===== config.mk =====
export PLATFORM = sky130hd
export DESIGN_NAME = mux_nch_reg
export DESIGN_NICKNAME = d
export VERILOG_FILES = /design/src/rtl/mux_nch_pkg.sv /design/src/rtl/rr_arbiter.sv /design/src/rtl/mux_nch_reg.sv
export SDC_FILE = /design/constraint.sdc
export NUM_CORES = 1
export LEC_CHECK = 0
export ABC_AREA = 1
export CAP_MARGIN = 15
export CORE_MARGIN = 1
export CORE_UTILIZATION = 45
export CTS_BUF_LIST = sky130_fd_sc_hd__clkbuf_8
export DETAILED_ROUTE_END_ITERATION = 16
export HOLD_SLACK_MARGIN = 0.08
export PLACE_DENSITY = 0.88
export SLEW_MARGIN = 30
export SYNTH_ARGS = -nofsm -noshare
export SYNTH_HDL_FRONTEND = slang
export SYNTH_SLANG_ARGS = --single-unit

===== constraint.sdc =====
create_clock -name CLK -period 2.63 [get_ports CLK]
set_input_delay 0.263 -clock CLK [delete_from_list [all_inputs] [get_ports CLK]]
set_output_delay 0.263 -clock CLK [all_outputs]
set_load 0.005 [all_outputs]

===== src/rtl/mux_nch_pkg.sv =====
// Shared types for the N-channel registered mux.
package mux_nch_pkg;

   typedef enum logic {
      MODE_DIRECT = 1'b0,
      MODE_RR     = 1'b1
   } mux_mode_t;

   typedef enum logic {
      ST_EMPTY,
      ST_FULL
   } mux_state_t;

endpackage


===== src/rtl/rr_arbiter.sv =====
// Round-robin arbiter: grants the first requester found scanning upward
// from PTR, wrapping modulo CHANNELS. Purely combinational; the pointer
// itself lives in the owner so that it only advances on real transfers.
module rr_arbiter #(
   parameter  int CHANNELS = 4,
   localparam int SEL_W    = $clog2(CHANNELS)
) (
   input  logic [CHANNELS-1:0] REQ,
   input  logic [SEL_W-1:0]    PTR,
   output logic [CHANNELS-1:0] GRANT,
   output logic [SEL_W-1:0]    GRANT_IDX,
   output logic                GRANT_VLD
);

   // priority scan starting at PTR; first hit wins
   always_comb begin
      int ci;
      ci        = 0;
      GRANT     = '0;
      GRANT_IDX = '0;
      GRANT_VLD = 1'b0;
      for (int k = 0; k < CHANNELS; k++) begin
         ci = int'(PTR) + k;
         if (ci >= CHANNELS) ci = ci - CHANNELS;
         if (!GRANT_VLD && REQ[ci]) begin
            GRANT[ci] = 1'b1;
            GRANT_IDX = SEL_W'(ci);
            GRANT_VLD = 1'b1;
         end
      end
   end

endmodule


===== src/rtl/mux_nch_reg.sv =====
// N-channel registered mux with valid/ready on every port and runtime
// choice between direct (SEL) and round-robin channel selection.
// Optional macro MUX_NCH_PARITY_EN adds OUT_PAR, the XOR of the held word.
//
// state    | meaning
// ---------+----------------------------------------------
// ST_EMPTY | output register holds nothing (OUT_VALID=0)
// ST_FULL  | output register holds a word awaiting OUT_READY
module mux_nch_reg
   import mux_nch_pkg::*;
#(
   parameter  int WIDTH    = 8,
   parameter  int CHANNELS = 4,
   localparam int SEL_W    = $clog2(CHANNELS)
) (
   input  logic                      CLK,
   input  logic                      RST,
   input  logic                      MODE,
   input  logic [SEL_W-1:0]          SEL,
   input  logic [CHANNELS*WIDTH-1:0] IN_DATA,
   input  logic [CHANNELS-1:0]       IN_VALID,
   output logic [CHANNELS-1:0]       IN_READY,
   output logic [WIDTH-1:0]          OUT_DATA,
   output logic [SEL_W-1:0]          OUT_CH,
   output logic                      OUT_VALID,
   input  logic                      OUT_READY
`ifdef MUX_NCH_PARITY_EN
   ,
   output logic                      OUT_PAR
`endif
);

   // SEL can address past CHANNELS when CHANNELS is not a power of two;
   // padding the valid vector makes those indices read as "not valid".
   localparam int SEL_N = 1 << SEL_W;

   mux_mode_t             mode;
   mux_state_t            state;
   logic [SEL_W-1:0]      ptr;
   logic [SEL_W-1:0]      ptr_next;
   logic [SEL_N-1:0]      valid_pad;
   logic [CHANNELS-1:0]   rr_grant;
   logic [SEL_W-1:0]      rr_idx;
   logic                  rr_vld;
   logic [CHANNELS-1:0]   grant;
   logic [SEL_W-1:0]      grant_idx;
   logic                  grant_vld;
   logic                  load;
   logic                  accept;
   logic [WIDTH-1:0]      sel_data;

   assign mode = mux_mode_t'(MODE);

   rr_arbiter #(
      .CHANNELS (CHANNELS)
   ) u_rr_arbiter (
      .REQ       (IN_VALID),
      .PTR       (ptr),
      .GRANT     (rr_grant),
      .GRANT_IDX (rr_idx),
      .GRANT_VLD (rr_vld)
   );

   // pick the candidate channel for this cycle from the active mode
   always_comb begin
      valid_pad                 = '0;
      valid_pad[CHANNELS-1:0]   = IN_VALID;
      grant                     = '0;
      grant_idx                 = '0;
      grant_vld                 = 1'b0;
      if (mode == MODE_RR) begin
         grant     = rr_grant;
         grant_idx = rr_idx;
         grant_vld = rr_vld;
      end else if (valid_pad[SEL]) begin
         grant[SEL] = 1'b1;
         grant_idx  = SEL;
         grant_vld  = 1'b1;
      end
   end

   assign load      = (state == ST_EMPTY) | OUT_READY;
   assign accept    = load & grant_vld & ~RST;
   assign IN_READY  = (load & ~RST) ? grant : '0;
   assign sel_data  = IN_DATA[grant_idx*WIDTH +: WIDTH];
   assign ptr_next  = (grant_idx == SEL_W'(CHANNELS-1)) ? '0 : grant_idx + SEL_W'(1);
   assign OUT_VALID = (state == ST_FULL);

   // output register FSM; pointer advances only on round-robin transfers
   always_ff @(posedge CLK) begin
      if (RST) begin
         state    <= ST_EMPTY;
         OUT_DATA <= '0;
         OUT_CH   <= '0;
         ptr      <= '0;
      end else if (load) begin
         if (accept) begin
            state    <= ST_FULL;
            OUT_DATA <= sel_data;
            OUT_CH   <= grant_idx;
            if (mode == MODE_RR) ptr <= ptr_next;
         end else begin
            state <= ST_EMPTY;
         end
      end
   end

`ifdef MUX_NCH_PARITY_EN
   // parity travels with the data word and holds with it during stalls
   always_ff @(posedge CLK) begin
      if (RST)         OUT_PAR <= 1'b0;
      else if (accept) OUT_PAR <= ^sel_data;
   end
`endif

endmodule


### Word-level counts from Yosys, hierarchy flattened

Cells that the tools add are included.

| storage, ports and cells | value |
|---|---|
| word-level logic and storage cells | 99 |
| register bits after elaboration | 13 |
| output and inout port bits | 15 |
| bits of input ports | 42 |

| operators by class | value |
|---|---|
| reductions and logical operators | 13 |
| bitwise logic cells | 9 |
| add/sub/neg operators | 8 |
| equality and inequality tests | 1 |
| shift-type cells | 1 |
| muxes and demuxes | 49 |
| order comparisons | 14 |

Operators by type and width:

| cell | count |
|---|---|
| $ge 32x1->1 const B | 4 |
| $lt 32x4->1 const B | 4 |
| $mux 32 | 4 |
| $ge 32x4->1 const B | 3 |
| $sub 32x4->32 const B | 3 |
| $shiftx 32x6->8 | 1 |
| $mux 4 | 7 |
| $mux 1 | 21 |
| $mux 2 | 7 |
| $or 4x4->4 | 3 |
| $bmux 1 s2 | 5 |
| $demux 1 s2 | 5 |
| $logic_and 1x1->1 | 8 |
| $add 2x2->3 const B | 2 |
| $sub 2x3->4 const B | 1 |
| $add 2x1->3 const B | 1 |
| $and 1x1->1 | 3 |
| $ge 2x3->1 const B | 1 |
| $logic_not 1->1 | 3 |
| $lt 2x3->1 const B | 1 |
| $reduce_and 3->1 | 1 |
| $add 2x1->2 const B | 1 |
| $eq 2x2->1 const B | 1 |
| $ge 2x1->1 const B | 1 |
| 3 further kinds | 4 |

### Logic depth before layout (Yosys ltp)

| logic depth | value |
|---|---|
| depth in word-level cells | 19 |
| mapped depth | 15 |
| mapped depth without buffers | 15 |

### Cells and area by module

Synthesis repeated with hierarchy kept, for this count alone.

| second synthesis, totals | value |
|---|---|
| cells, all modules | 223 |
| area total of the unflattened synthesis | 1544.0 um2 |

By module, submodules not included:

| module | times used | cells an instance | seq. area each (um2) | area an instance (um2) |
|---|---|---|---|---|
| mux_nch_reg | 1 | 146 | 260.2 | 1083.5 |
| rr_arbiter | 1 | 77 | 0.0 | 460.4 |

### Worst setup path before layout

OpenSTA, ideal clock, no wires.

| timing path | value |
|---|---|
| path kind | reg2reg |
| start point | reg ptr[1] |
| end point | reg OUT_DATA[0] |
| arrival time | 1962 ps |
| stages on the path, launching flop included | 16 |
| clock period less this slack | 2075 ps |
| data required time | 2517 ps |
| setup time | 113 ps |
| path buffers | 1 |
| slack | 555 ps |
| cells stage by stage | dfxtp_1 > inv_1 > ha_1 > inv_1 > nand3_2 > nand2_4 > nor2_4 > nor2_1 > nand2_2 > nand3_4 > nand2_8 > buf_12 > nand2_1 > nand3_1 > nand3_1 > nand2_1 |

| on the way | value |
|---|---|
| longest elaborated chain between the ends | 19 |
| elaborated cells on any way between the ends | 47 |
| classes of those cells | 7 x add/sub; 4 x order compare; 1 x shift; 26 x mux; 2 x bitwise; 7 x reduce/logical |

Ends and longest elaborated chain:

| element | line | source |
|---|---|---|
| start: declaration | mux_nch_reg.sv:39 | `logic [SEL_W-1:0] ptr;` |
| start signal: assignment | mux_nch_reg.sv:101 | `if (mode == MODE_RR) ptr <= ptr_next;` |
| parallel branches: the longest is 19 deep, another holds $sub 32x4->32 | -- |  |
| end signal: assignment | mux_nch_reg.sv:99 | `OUT_DATA <= sel_data;` |
| end: declaration | mux_nch_reg.sv:23 | `output logic [WIDTH-1:0] OUT_DATA,` |

Several ways; the timed one is not identified. The select of a mux whose other input is x is not followed.
A chain may end at the register's enable or synchronous reset.

### Final worst setup path

| timing path | value |
|---|---|
| start point | reg ptr[0] |
| end point | out IN_READY[2] |

| on the way | value |
|---|---|
| longest elaborated chain between the ends | 17 |
| elaborated cells on any way between the ends | 65 |
| classes of those cells | 7 x add/sub; 12 x order compare; 33 x mux; 3 x bitwise; 10 x reduce/logical |

Ends and longest elaborated chain:

| element | line | source |
|---|---|---|
| parallel branches: the longest is 14 deep, another holds $sub 32x4->32 | -- |  |
| $mux 4 * | rr_arbiter.sv:25 | `if (!GRANT_VLD && REQ[ci]) begin` |
| $mux 4 * | mux_nch_reg.sv:71 | `if (mode == MODE_RR) begin` |
| $mux 4 * | mux_nch_reg.sv:84 | `assign IN_READY = (load & ~RST) ? grant : '0;` |
| end: declaration | mux_nch_reg.sv:22 | `output logic [CHANNELS-1:0] IN_READY,` |

Mark *: on every way between the ends. The select of a mux whose other input is x is not followed.

==> impl_metrics.toml <==
[run_status]
outcome = "completed"

[grt]
grt_start_max_net_pins = 19
grt-ovfl-total = 0
track_usage = 0.269
grt_antenna_before_repair = 0
grt_pass1_vias = 1654
grt_pass1_wl_mm = 7.02

[worst_setup_path]
worstSetupPathDepth = 11
start_kind = "flip-flop"
ff2ff_setup_slack_ns = 0.41
crit_path_end_kind = "primary output"
rr_worst_depth = 12
cp.required_ns = 2.37
cp_max_fo = 10
arrival_ns = 2.03
crit-reg2reg-launch = "ptr[1]"
crit_type = "reg2out"
crit_start = "ptr[0]"
critPathMaxStageDelay_ns = 0.33
cpMaxStageDelayCell = "dfxtp_2"
crit_top_cell = "inv_2"
crit_buf_inv = 4
path_delay_family = "buffers and inverters"
crit_chain = "inv_2 > buf_6 > nand2_1 > nand3_2 > nand2_4 > inv_2 > nand4_4 > o211ai_1 > nor2_1 > a211oi_1 > dlygate4sd2_1"
endpoint = "IN_READY[2]"
r2r-end = "OUT_CH[1]"

[routing]
drt-total-wl_mm = 4.32
drc_errors = 0
dr.pass1.iters = 4
route.vias.total = 1850
ant_nets = 0
avgViaCountPerCell = 5.23
wl_per_cell_um = 12.2
first_iter_violations = 96

[timing]
period_minus_slack_ns = 2.30
setup_violations = 0
clock.fmax_mhz = 435
rsz0062_at_grt = "false"
fin_skew_ns = 0.00482
report.final.slew_viol_count = 0
finalSetupTns_ns = 0
post-route-period-util = 0.873
fin_hold_ws_ns = 0.480
worst_slew_pin_slew_ns = 0.412
slew_headroom = 0.724
report.final.hold_viol_count = 0

[worst_hold_path]
hold_class = "reg2reg"
hold_depth = 2

[cts]
worstSkewPairLatency_ns = 0.25
htreeDepth = 1
cts.sinks = 13
cts_buffers = 3
root_buffer = "clkbuf_8"
path_clk_slew_ns = 0.06
tritoncts = "done"
clock_path_buffers = 2

[place]
place.gp.congestion = 0.907
dpl.cell_count = 345
place_area_um2 = 2060
portBuffers = 56
dp_hpwl_mm = 3.30

[yosys]
syn_area_um2 = 1450
syn_nets = 291
yosysSeqAreaShare = 0.180
synth_cells = 244
syn_area_per_cell_um2 = 5.93
synth_cell_type_count = 29
synth.yosys.warnings = 0
ys_ff_latch = 13

[layout]
area_growth_pct = 51.6
instances_no_fill = 354
final_area_um2 = 2190
layout-drive-gt1-share = 0.139
diodes = 0
fin_nets = 358

[pwr]
p_leak_uw = 0.00111
peakVddDrop_mv = 0.430
p_per_area_nw_per_um2 = 709

[floorplan]
core-area_um2 = 3050
fp.dieW_um = 58.7
dieArea_um2 = 3450
initial_utilization = 0.474
die_y_um = 58.7
num_rows = 20
ios = 57

[run]
max-cap-violations = 0
worst min path at each step:
| stage | end | slack, ns | startpoint |
|---|---|---|---|
| CTS | OUT_DATA[3] | 0.48 | OUT_DATA[3] |
| global placement | OUT_DATA[0] | 0.46 | OUT_DATA[0] |
| detailed placement | OUT_DATA[1] | 0.47 | OUT_DATA[1] |
| floorplan | OUT_DATA[0] | 0.46 | OUT_DATA[0] |
| global route | OUT_DATA[3] | 0.49 | OUT_DATA[3] |
| finish | OUT_DATA[3] | 0.48 | OUT_DATA[3] |
layout make-up:
class	instances	area (um^2)
Clock buffer	3	41.3
Clock inverter	1	5.00
Tap cell	44	55.1
Inverter	40	150
Sequential cell	13	262
Fill cell	244	861
Multi-Input combinational cell	184	1000
Timing Repair Buffer	69	674
cells by family (layout without fill, tap and decap cells):
kind of cell / Yosys count / after routing / synth area share
AND/OR/NAND/NOR: 157 / 157 / 0.538
buffers and inverters: 47 / 113 / 0.145
AO/OA/AOI/OAI: 21 / 21 / 0.0874
flip-flops: 13 / 13 / 0.180
adder cells (fa/ha/maj): 5 / 5 / 0.0433
XOR/XNOR: 1 / 1 / 0.00606
cell usage after synthesis, drive strengths merged:
cell type | number | area [um^2]
a211oi | 1 | 7.51
a21oi | 4 | 20.0
a22oi | 3 | 22.5
a31oi | 1 | 6.26
buf | 6 | 56.3
clkbuf | 1 | 3.75
dfxtp | 13 | 260
ha | 5 | 62.6
inv | 40 | 150
nand2 | 76 | 327
nand3 | 59 | 338
nand4 | 3 | 33.8
nor2 | 18 | 75.1
nor3 | 1 | 5.00
o2111ai | 2 | 17.5
o211ai | 1 | 7.51
o21ai | 9 | 45.0
xnor2 | 1 | 8.76
stage by stage:
stage | utilization | setup slack [ns] | total power (uW)
detailed placement | 0.675 | 0.0377 | 1260
CTS | 0.698 | 0.0495 | 1480
global placement | 0.675 | 0.0822 | 1240
global route | 0.718 | 0.158 | 1680
floorplan | - | 0.555 | 953
finish | 0.718 | 0.333 | 1550
report_power, final:
group | internal, uW | switching [uW]
clock network | 105 | 81.8
logic | 473 | 608
registers | 252 | 33.2
flip-flops by register name, summed over array words and instances (netlist names):
register	flops
OUT_CH	2
OUT_DATA	8
OUT_VALID	1
ptr	2
metal layers:
metal	track usage	share of wire	wire length, um
met5	0	0	0
met4	0.133	0.030	129
met3	0.0681	0.081	352
met1	0.315	0.40	1750
met2	0.455	0.48	2090
worst reg2reg max path, stage by stage, from the launching register on:
cell     delay (ns)
dfxtp_1        0.33
inv_1          0.08
ha_4           0.30
nand3_2        0.12
a21oi_2        0.19
buf_4          0.13
nand3_1        0.08
nand2_1        0.10
nand2_1        0.08
nand2_1        0.25
inv_1          0.22
o21ai_0        0.18
nor2_1         0.05
repair_timing:
action,CTS,global route
gates resized for setup,4,12
pin swaps,1,5
buffers inserted,1,4
hold buffers,0,0
endpoints found under the setup margin,4,3
cells in the final DEF, fill, tap and decap left out, types with 2 or more instances in the layout:
cell type / instances
nand2_4: 2
ha_1: 4
clkbuf_8: 3
inv_1: 35
nand2_2: 6
a22oi_1: 3
a21oi_1: 3
inv_2: 5
nand4_1: 2
nor2_1: 17
o2111ai_1: 2
buf_4: 11
dlymetal6s2s_1: 4
nand3_4: 2
buf_6: 2
nand2_1: 67
nand3_1: 52
o21ai_0: 9
dfxtp_1: 12
clkdlybuf4s50_1: 51
nand3_2: 5
Power figures use the tool's default switching activity.
